[config.mk]
export PLATFORM = sky130hd
export DESIGN_NAME = fifo_uart_tx_flat
export DESIGN_NICKNAME = d
export VERILOG_FILES = /design/src/rtl/fifo_uart_tx_pkg.sv /design/src/rtl/fifo_uart_tx_if.sv /design/src/rtl/fifo_uart_tx_baud_counter.sv /design/src/rtl/fifo_uart_tx.sv /design/src/flat_wrapper.sv
export SDC_FILE = /design/constraint.sdc
export NUM_CORES = 1
export LEC_CHECK = 0
export CORE_UTILIZATION = 48
export CTS_BUF_LIST = sky130_fd_sc_hd__clkbuf_4 sky130_fd_sc_hd__clkbuf_8
export DETAILED_ROUTE_END_ITERATION = 10
export PLACE_DENSITY = 0.67
export SLEW_MARGIN = 20
export SYNTH_ARGS = -nofsm -noshare
export SYNTH_HDL_FRONTEND = slang
export SYNTH_HIERARCHICAL = 1
export SYNTH_SLANG_ARGS = --single-unit
[constraint.sdc]
create_clock -name clk -period 5.15 [get_ports clk]
set_input_delay 0.515 -clock clk [delete_from_list [all_inputs] [get_ports clk]]
set_output_delay 0.515 -clock clk [all_outputs]
set_load 0.03 [all_outputs]
[src/rtl/fifo_uart_tx_pkg.sv]
// Shared types and defaults for the FIFO-drain UART transmitter.
// Latency: n/a (types, constants and one pure helper function).
// Backpressure: n/a.
`timescale 1ns/1ps
package fifo_uart_tx_pkg;

   // Transmitter FSM encoding (2-bit), shared with the receive side.
   typedef enum logic [1:0] {
      ST_IDLE  = 2'd0,
      ST_START = 2'd1,
      ST_DATA  = 2'd2,
      ST_STOP  = 2'd3
   } tx_state_t;

   // Default bit period in system clocks; the receiver uses the same value.
   localparam logic [23:0] DEFAULT_CLOCKS_PER_BAUD = 24'd104;
   localparam int          DEFAULT_NSTOP           = 1;

   // Serial line level for a given state: start low, data from the shifter,
   // stop and idle high.
   function automatic logic line_level(input tx_state_t st, input logic data_bit);
      case (st)
         ST_START: return 1'b0;
         ST_DATA:  return data_bit;
         default:  return 1'b1;
      endcase
   endfunction

endpackage

[src/rtl/fifo_uart_tx_if.sv]
// FIFO-read and serial-output bundle for fifo_uart_tx.
// Latency: n/a (wiring only).
// Backpressure: pop strobe rd is issued by the transmitter only when en & empty_n.
// Signals:
//   en      drain enable (environment -> transmitter)
//   empty_n FIFO non-empty flag, data FIFO head byte
//   rd      one-cycle pop strobe, uart_tx serial line, busy frame in progress
`timescale 1ns/1ps
interface fifo_uart_tx_if;
   logic       en;
   logic       empty_n;
   logic [7:0] data;
   logic       rd;
   logic       uart_tx;
   logic       busy;

   // master: the transmitter, which initiates pops from the FIFO.
   modport master (input en, empty_n, data, output rd, uart_tx, busy);
   // slave: the FIFO / environment side.
   modport slave  (output en, empty_n, data, input rd, uart_tx, busy);
endinterface

[src/rtl/fifo_uart_tx_baud_counter.sv]
// Bit-period timer: counts 0..CLOCKS_PER_BAUD-1 and flags the last cycle.
// Latency: tick is combinational on the registered count; restart takes effect next cycle.
// Backpressure: none; restart holds the count at 0.
// Ports: clk, rst_n (async active-low), restart (sync clear), tick (last cycle of period).
`timescale 1ns/1ps
module fifo_uart_tx_baud_counter
   import fifo_uart_tx_pkg::*;
#(
   parameter logic [23:0] CLOCKS_PER_BAUD = DEFAULT_CLOCKS_PER_BAUD
) (
   input  logic clk,
   input  logic rst_n,
   input  logic restart,
   output logic tick
);

   logic [23:0] cnt_q;

   assign tick = (cnt_q == (CLOCKS_PER_BAUD - 24'd1));

   always_ff @(posedge clk or negedge rst_n) begin
      if (!rst_n) begin
         cnt_q <= 24'd0;
      end else if (restart || tick) begin
         cnt_q <= 24'd0;
      end else begin
         cnt_q <= cnt_q + 24'd1;
      end
   end

endmodule

[src/rtl/fifo_uart_tx.sv]
// Pops bytes from an upstream FIFO and sends each as an 8N1 (or 8N2) UART frame, LSB first.
// Latency: pop is combinational from IDLE; start bit begins the cycle after the pop.
// Backpressure: pops only while en & empty_n; frames chain with no idle gap.
// Ports: clk, rst_n (async active-low), tx (master modport: en, empty_n, data in;
//        rd pop strobe, uart_tx line, busy out).
`timescale 1ns/1ps
module fifo_uart_tx
   import fifo_uart_tx_pkg::*;
#(
   parameter logic [23:0] CLOCKS_PER_BAUD = DEFAULT_CLOCKS_PER_BAUD,
   parameter int          NSTOP           = DEFAULT_NSTOP
) (
   input  logic           clk,
   input  logic           rst_n,
   fifo_uart_tx_if.master tx
);

   // One stop-counter bit covers both legal stop lengths (1 or 2).
   localparam logic STOP_LAST = 1'(NSTOP - 1);

   tx_state_t  state_q, state_d;
   logic [7:0] shift_q, shift_d;
   logic [2:0] bit_q,   bit_d;
   logic       stop_q,  stop_d;
   logic       line_q,  line_d;
   logic       busy_q,  busy_d;

   logic       tick;
   logic       baud_restart;
   logic       frame_end;
   logic       pop;

   // Counter is parked at 0 while idle so the first start bit gets a full period;
   // between chained frames it simply wraps into the next start bit.
   assign baud_restart = (state_q == ST_IDLE);

   fifo_uart_tx_baud_counter #(
      .CLOCKS_PER_BAUD(CLOCKS_PER_BAUD)
   ) u_baud (
      .clk     (clk),
      .rst_n   (rst_n),
      .restart (baud_restart),
      .tick    (tick)
   );

   // Last cycle of the last stop bit: the only mid-stream point where a pop may occur.
   assign frame_end = (state_q == ST_STOP) && tick && (stop_q == STOP_LAST);
   assign pop       = ((state_q == ST_IDLE) || frame_end) && tx.en && tx.empty_n;

   always_comb begin
      state_d = state_q;
      shift_d = shift_q;
      bit_d   = bit_q;
      stop_d  = stop_q;
      case (state_q)
         ST_IDLE: begin
            if (pop) begin
               state_d = ST_START;
               shift_d = tx.data;
            end
         end
         ST_START: begin
            if (tick) begin
               state_d = ST_DATA;
               bit_d   = 3'd0;
            end
         end
         ST_DATA: begin
            if (tick) begin
               shift_d = {1'b0, shift_q[7:1]};
               bit_d   = bit_q + 3'd1;
               if (bit_q == 3'd7) begin
                  state_d = ST_STOP;
                  stop_d  = 1'b0;
               end
            end
         end
         ST_STOP: begin
            if (tick) begin
               if (stop_q == STOP_LAST) begin
                  stop_d = 1'b0;
                  if (pop) begin
                     state_d = ST_START;
                     shift_d = tx.data;
                  end else begin
                     state_d = ST_IDLE;
                  end
               end else begin
                  stop_d = stop_q + 1'b1;
               end
            end
         end
         default: state_d = ST_IDLE;
      endcase
      // Line and busy are registered from the next state so they change
      // exactly on the bit boundary without any decode glitch.
      busy_d = (state_d != ST_IDLE);
      line_d = line_level(state_d, shift_d[0]);
   end

   always_ff @(posedge clk or negedge rst_n) begin
      if (!rst_n) begin
         state_q <= ST_IDLE;
         shift_q <= 8'h00;
         bit_q   <= 3'd0;
         stop_q  <= 1'b0;
         line_q  <= 1'b1;
         busy_q  <= 1'b0;
      end else begin
         state_q <= state_d;
         shift_q <= shift_d;
         bit_q   <= bit_d;
         stop_q  <= stop_d;
         line_q  <= line_d;
         busy_q  <= busy_d;
      end
   end

   assign tx.rd      = pop;
   assign tx.uart_tx = line_q;
   assign tx.busy    = busy_q;

endmodule
[src/flat_wrapper.sv]
// flat-port wrapper written by rule: the top's interface ports become plain ports
module fifo_uart_tx_flat import fifo_uart_tx_pkg::*;
#(
   parameter logic [23:0] CLOCKS_PER_BAUD = DEFAULT_CLOCKS_PER_BAUD,
   parameter int          NSTOP           = DEFAULT_NSTOP
)
  (clk, rst_n, tx_en, tx_empty_n, tx_data, tx_rd, tx_uart_tx, tx_busy);
  fifo_uart_tx_if tx_i ();
  input  logic clk;
  input  logic rst_n;
  input wire logic [$bits(tx_i.en)-1:0] tx_en;
  input wire logic [$bits(tx_i.empty_n)-1:0] tx_empty_n;
  input wire logic [$bits(tx_i.data)-1:0] tx_data;
  output wire logic [$bits(tx_i.rd)-1:0] tx_rd;
  output wire logic [$bits(tx_i.uart_tx)-1:0] tx_uart_tx;
  output wire logic [$bits(tx_i.busy)-1:0] tx_busy;
  assign tx_i.en = tx_en;
  assign tx_i.empty_n = tx_empty_n;
  assign tx_i.data = tx_data;
  assign tx_rd = tx_i.rd;
  assign tx_uart_tx = tx_i.uart_tx;
  assign tx_busy = tx_i.busy;
  fifo_uart_tx #(.CLOCKS_PER_BAUD(CLOCKS_PER_BAUD), .NSTOP(NSTOP)) u_core (.clk(clk), .rst_n(rst_n), .tx(tx_i));
endmodule
# Yosys cells after proc, flatten, opt, wreduce, memory -nomap -nowiden
# Cells that the tools add are included.
# word_totals
register_bits,40
word_cells,61
# classes
n_addsub,3
n_eq_ne,12
muxes,23
n_bitwise,1
n_reduce_logical,14
# ops
operator,count
$mux W8,4
$add A24 B1 Y24 const B,1
$eq A24 B7 Y1 const B,1
$mux W24,1
$pmux W8 S3,1
$mux W2,6
$ne A2 B1 Y1 const B,4
$pmux W2 S4,1
$reduce_and A4 Y1,2
$eq A2 B2 Y1 const B,3
$mux W3,2
$pmux W3 S2,1
$reduce_bool A2 Y1,3
$mux W1,5
$eq A2 B1 Y1 const B,2
$logic_and A1 B1 Y1,4
$pmux W1 S2,2
$add A3 B1 Y3 const B,1
$eq A3 B3 Y1 const B,1
$reduce_and A3 Y1,1
$reduce_bool A3 Y1,1
$logic_not A2 Y1,1
$logic_or A1 B1 Y1,2
$ne A2 B2 Y1 const B,1
other kinds (2),2

# Logic depth before layout (Yosys ltp)
# Gate-level depths: netlist (run 1).
# logic_depth
depth_word,12
mapped_depth,9

# By module
# Netlist (run 1), hierarchy kept.
# modules_own_cells
mod,instances,cells_per_inst,area_per_inst_um2,seq_area_each_um2
fifo_uart_tx_baud_counter,1,134,1271.2,600.6
fifo_uart_tx,1,75,785.8,376.6

# Worst setup path after synthesis (run 1)
# Ideal clock, no wire load.
# synth_path
kind,reg-to-output
startpoint,register u_core.u_baud.cnt_q[16]
endpoint,output tx_rd
arrival_time_ns,2.130
required_ns,4.635
setup_slack_ns,2.505
path_stages_with_launch,7
n_path_buf,1
path_cell_list,dfrtp_1 -> or4_1 -> or4_1 -> nor2_1 -> buf_2 -> nand3_1 -> a21oi_4
# synth_via
elab_chain_cells,6
# synth_rtl
element,line,text
from (decl),fifo_uart_tx_baud_counter.sv:17,logic [23:0] cnt_q;
from (signal assigned),fifo_uart_tx_baud_counter.sv:27,cnt_q <= cnt_q + 24'd1;
$eq A24 B7 Y1,fifo_uart_tx_baud_counter.sv:19,assign tick = (cnt_q == (CLOCKS_PER_BAUD - 24'd1));
named net u_core.tick,fifo_uart_tx.sv:28,logic tick;
$logic_and A1 B1 Y1 (2 in a row),fifo_uart_tx.sv:47,assign frame_end = (state_q == ST_STOP) && tick && (stop_q == STOP_LAST);
$logic_or A1 B1 Y1,fifo_uart_tx.sv:48,assign pop = ((state_q == ST_IDLE) || frame_end) && tx.en && tx.empty_n;
$logic_and A1 B1 Y1 (2 in a row),fifo_uart_tx.sv:48,
to (decl),flat_wrapper.sv:14,output wire logic [$bits(tx_i.rd)-1:0] tx_rd;
# The timed path passes the listed nets, and every way through them passes these cells.

# Worst setup path after layout (run 1)
# Ends and elaborated chain as after synthesis.

==> results of run 1 <==
## report_power, final
| part | internal (mW) | switching [mW] |
|---|---|---|
| clock network | 0.0942 | 0.111 |
| registers | 0.309 | 0.00150 |
| logic | 0.00955 | 0.00961 |
## cells in the mapped netlist (2+ instances only)
cell type / number
nor3_1: 3
nor4_1: 5
nor2_1: 18
xnor2_1: 7
nor2_2: 2
buf_2: 3
o21ai_0: 10
dfrtp_1: 38
nand3_1: 7
nand4_1: 6
buf_4: 2
a21o_1: 5
a21oi_1: 14
nand2_1: 18
or3_1: 6
or4_1: 7
ha_1: 4
inv_1: 5
o31ai_1: 4
xor2_1: 6
and4_1: 3
and3_1: 3
nand3_2: 2
a22o_1: 11
## per-layer routing
metal	global-route usage	wire length (um)	vias to the layer above
li1	-	-	795
met1	0.2877	2088	819
met2	0.3391	2046	27
met3	0.05236	162	5
met4	0.07447	47	0
met5	0	0	-
## per-stage QoR
stage	cell area (um2)	hold WS (ns)	utilization	setup WS [ns]	power, mW
after CTS	2298	0.3636	0.5665	1.210	0.5423
after global routing	2298	0.4040	0.5665	0.9968	0.5572
after floorplan	2057	0.2194	-	2.505	0.3203
after global placement	2210	0.4686	0.5446	1.624	0.3350
after detailed placement	2210	0.4761	0.5446	1.564	0.3356
final	2298	0.3390	0.5665	1.190	0.5341
## area by class of cell
class / count / area (um2)
clock inverters: 3 / 20.02
clock buffers: 5 / 68.82
inverters: 5 / 18.77
fillers: 340 / 1759
flip-flops and latches: 39 / 977.2
repair buffers: 14 / 135.1
well taps: 50 / 62.56
multi-input cells: 158 / 1016
## cells by family (layout without fill, tap and decap cells)
logic type / after synthesis / in the layout
compound gates: 50 / 50
simple gates: 89 / 89
xor+xnor: 13 / 13
fa+ha+maj: 4 / 4
mux: 2 / 2
buf+inv: 12 / 27
flops: 39 / 39
## registers in the layout, summed over array words and instances, names as in the netlist
name                 flops
u_core/u_baud/cnt_q     24
u_core/tx.busy           1
u_core/shift_q           8
u_core/bit_q             3
u_core/state_q           2
u_core/tx.uart_tx        1
## critical path, cell delays in order (launching register included)
cell and delay [ns]:
dfrtp_1 0.43, or4_1 0.54, or4_1 0.53, nor2_1 0.40, nand3_1 0.21, a21oi_4 0.32
clkdlybuf4s50_1 0.72
## worst paths after layout
path	slack, ns	start	end	cells after the start
worst max-delay path	1.19	u_core/u_baud/cnt_q[16]$_DFF_PN0_	tx_rd	6
worst min-delay path	0.34	rst_n	u_core/u_baud/cnt_q[20]$_DFF_PN0_	1
worst max register to register	2.18	u_core/u_baud/cnt_q[16]$_DFF_PN0_	u_core/tx.uart_tx$_DFF_PN1_	7
worst min register to register	0.49	u_core/shift_q[5]$_DFFE_PN0P_	u_core/shift_q[5]$_DFFE_PN0P_	1
max in group asynchronous	4.26	rst_n	u_core/shift_q[1]$_DFFE_PN0P_	1
min in group clk	0.49	u_core/shift_q[5]$_DFFE_PN0P_	u_core/shift_q[5]$_DFFE_PN0P_	1
==> impl_metrics.toml, run 1 <==
[status]
status = "complete, no violations"

[synth]
synth_top_family_by_area = "simple AND/OR/NAND/NOR gates"
postSynthCellCount = 209
synthMuxAreaShare = 0.01034
synth_area_um2 = 2057
synthArstFlopShare = 1.000
yosys.cell_types.count = 44
synth_area_per_cell_um2 = 9.842
syn_nets = 225
synth-adder-area-share = 0.02433
yosysTopAreaCell = "dfrtp_1"
synth_edf_count = 0
synth_xor_area_frac = 0.05535
yosys.area_share.simple = 0.2354
ys_seq_area_frac = 0.4751
ys_ff_latch = 39
synthTopCellsByArea = "dfrtp_1, a22o_1, a21oi_1"
synth-main-ff-cell = "dfrtp_1"
synth_top_area_frac = 0.4623
synth_compound_area_frac = 0.1685
ys_warn_count = 6

[placed_design]
gp_congestion = 0.8260
dp.cells = 266
dp_hpwl_um = 3084
portBuffers = 14

[timing]
period_needed_ns = 3.960
tightest_slew_ns = 0.9445
fin_crit_sh = 0.7690
setup_tns_ns = 0
fmax_ghz = 0.2525
grt_setup_unrepaired = "false"
relSlewSlack = 0.3699
setup_viol = 0
fin_worst_skew_ns = 0.004206
drv_slew = 0
final-hold-violation-count = 0

[cts]
cts_buffer_depth = 2
post_cts_resize_count = 0
cts_setup_buffers = 0
root_buffer = "clkbuf_8"
cts_tree = "done"
cts_sinks = 39
clock_latency_ns = 0.29
clk_pin_slew_worst_paths_ns = 0.08
cts_made_buffers = 5
holdBufCountCts = 0
cts.htree.levels = 2

[die]
coreArea_um2 = 4058
start_util = 0.5069
ioPinCount = 15
die_area_um2 = 4551
die_x_um = 67.46
rows = 23
die_h_um = 67.46

[critical_path]
worstPathRequired_ns = 4.64
endpoint_kind = "output pin"
startpoint_type = "flip-flop"
cp_data_arrival_time_ns = 3.45
crit_path_max_fanout = 9
worstSetupPathType = "reg2out"

[cells_and_area]
instances_no_fill = 274
fin_nets = 239
drive_gt1_frac = 0.08482
diodes = 0
final_cell_mix = "dfrtp_1, nand2_1, nor2_1"
final_common_cell = "dfrtp_1"
area_delta_synth_final_pct = 11.74

[detailed_routing]
drt_iter0_drc = 71
firstDrtPassIters = 4
drt-total-wl_um = 4344
drc_errors = 0
wire_per_inst_um = 15.85
via_count = 1646
postRouteAntennaNets = 0
viasPerCell = 6.007

[global_route]
grt_max_degree = 40
grt_overflow = 0
grt_pass1_wl_um = 7307
grt_use_total = 0.2157
antenna_found_initial = 0
grt_pass1_vias = 1545

[power_and_ir_drop]
leakage_nw = 0.9663
irDropWorstVdd_mv = 0.1980
power.density_nw_per_um2 = 232.4

[worst_hold_path]
min_path_type = "in2async"

[run]
maxCapViolCount = 0
(Power assumes the default switching activity.)
==> run 2, diff against run 1 <==
Clock period 5.15 ns to 3.8 ns, I/O delays scaled along.
==> run 2 against run 1 <==
Against the previous run:
- sequential share of layout area is 0.14 points lower
- final cell count is 0.36% higher
- flip-flop and latch count stayed put
- via count is 1.3% lower
- critical path type unchanged
- critical endpoint unchanged
- largest cell class unchanged
==> impl_metrics.toml, run 2 (same netlist as run 1, synthesis figures left out) <==
[cells_and_area]
drive_gt1_frac = 0.08889
area_delta_synth_final_pct = 12.10
final_common_cell = "dfrtp_1"
largest_reg_flops = 24
fin_nets = 240
final_cell_mix = "dfrtp_1, nand2_1, nor2_1"
reg_top3 = "u_core/u_baud/cnt_q: 24 flops, u_core/shift_q: 8 flops, u_core/bit_q: 3 flops"
regMostFlops = "u_core/u_baud/cnt_q"
fill_cells = 343
diodes = 0
instances_no_fill = 275

[timing]
final-hold-violation-count = 0
fin_worst_skew_ns = 0.002397
relSlewSlack = 0.3441
setup_viol = 0
drv_slew = 0
fin_crit_sh = 0.9219
grt_setup_unrepaired = "false"
period_needed_ns = 3.503
setup_tns_ns = 0
fmax_ghz = 0.2855
tightest_slew_ns = 0.9833

[critical_path]
startpoint_type = "flip-flop"
endpoint_kind = "output pin"
worstPathRequired_ns = 3.42
crit_path_max_fanout = 9
worstSetupPathType = "reg2out"
cp_data_arrival_time_ns = 3.12

[cts]
holdBufCountCts = 0
cts_tree = "done"
cts.htree.levels = 2
cts_buffer_depth = 2
clk_pin_slew_worst_paths_ns = 0.07
clock_latency_ns = 0.29
cts_setup_buffers = 0
post_cts_resize_count = 0
root_buffer = "clkbuf_8"
cts_made_buffers = 5
cts_sinks = 39

[placed_design]
gp_congestion = 0.8206
dp_hpwl_um = 2979
portBuffers = 14
dp.cells = 267

[status]
status = "complete, no violations"

[detailed_routing]
viasPerCell = 5.905
drt-total-wl_um = 4234
drc_errors = 0
wire_per_inst_um = 15.40
drt_iter0_drc = 88
firstDrtPassIters = 4
postRouteAntennaNets = 0
via_count = 1624

[die]
ioPinCount = 15
die_h_um = 67.46
coreArea_um2 = 4058
die_area_um2 = 4551
die_x_um = 67.46
start_util = 0.5069
rows = 23

[global_route]
grt_use_total = 0.2107
grt_overflow = 0
grt_pass1_wl_um = 7017
antenna_found_initial = 0
grt_pass1_vias = 1523
grt_max_degree = 40

[power_and_ir_drop]
leakage_nw = 0.9806
power.density_nw_per_um2 = 316.2
irDropWorstVdd_mv = 0.1681

[run]
maxCapViolCount = 0

[worst_hold_path]
min_path_type = "in2async"
## run 2: changes by cell type in the layout (fill, tap and decap cells not counted), sizes merged
| cell | delta |
|---|---|
| buf | +1 |
| clkbuf | +2 |
| clkinvlp | -2 |
## run 2: area by class of cell
cell class                 instances  area [um2]  area share
multi-input combinational        158        1016      0.4406
sequential                        39       977.2      0.4238
timing repair buffer              15       142.6     0.06186
clock buffer                       7       83.83     0.03635
tap                               50       62.56     0.02713
inverter                           5       18.77    0.008139
clock inverter                     1       5.005    0.002170
## run 2: through the flow
| step | total power, mW | area [um2] | worst slack (ns) | util | hold WS, ns |
|---|---|---|---|---|---|
| 2_1_floorplan | 0.4341 | 2057 | 1.290 | - | 0.08441 |
| 3_3_place_gp | 0.4538 | 2217 | 0.6836 | 0.5464 | 0.4679 |
| 3_5_place_dp | 0.4552 | 2217 | 0.6275 | 0.5464 | 0.4788 |
| 4_1_cts | 0.7384 | 2306 | 0.2975 | 0.5683 | 0.2430 |
| 5_1_grt | 0.7648 | 2306 | 0.1385 | 0.5683 | 0.2705 |
| 6_report | 0.7290 | 2306 | 0.2969 | 0.5683 | 0.1950 |
## run 2: worst max-delay path: stages (launching register included)
cell	delay [ns]
dfrtp_1	0.43
or4_1	0.53
or4_1	0.52
nor2_1	0.16
nand3_1	0.14
a21oi_4	0.33
clkdlybuf4s50_1	0.73
## run 2: power by group
part	switching (mW)	leakage [nW]	total [mW]	internal [mW]
clock	0.140	0.0491	0.283	0.143
combinational	0.0126	0.426	0.0255	0.0129
sequential	0.00236	0.506	0.421	0.419
total	0.155	0.981	0.729	0.574
## run 2: routing by layer
metal | vias to the layer above | wire [um] | global-route usage
met1 | 800 | 2070 | 0.2755
li1 | 790 | - | -
met4 | 0 | 55 | 0.1117
met2 | 29 | 1932 | 0.3267
met5 | - | 0 | 0
met3 | 5 | 176 | 0.04054
## run 2: final timing paths
| path | startpoint | to | slack, ns | cells past startpoint |
|---|---|---|---|---|
| worst max-delay path | u_core/u_baud/cnt_q[16]$_DFF_PN0_ | tx_rd | 0.30 | 6 |
| worst min-delay path | rst_n | u_core/u_baud/cnt_q[23]$_DFF_PN0_ | 0.20 | 1 |
| worst max register to register | u_core/u_baud/cnt_q[16]$_DFF_PN0_ | u_core/tx.uart_tx$_DFF_PN1_ | 1.05 | 8 |
| worst min register to register | u_core/shift_q[6]$_DFFE_PN0P_ | u_core/shift_q[6]$_DFFE_PN0P_ | 0.50 | 1 |
| max in group asynchronous | rst_n | u_core/tx.busy$_DFF_PN0_ | 3.07 | 1 |
| min in group clk | u_core/shift_q[6]$_DFFE_PN0P_ | u_core/shift_q[6]$_DFFE_PN0P_ | 0.50 | 1 |
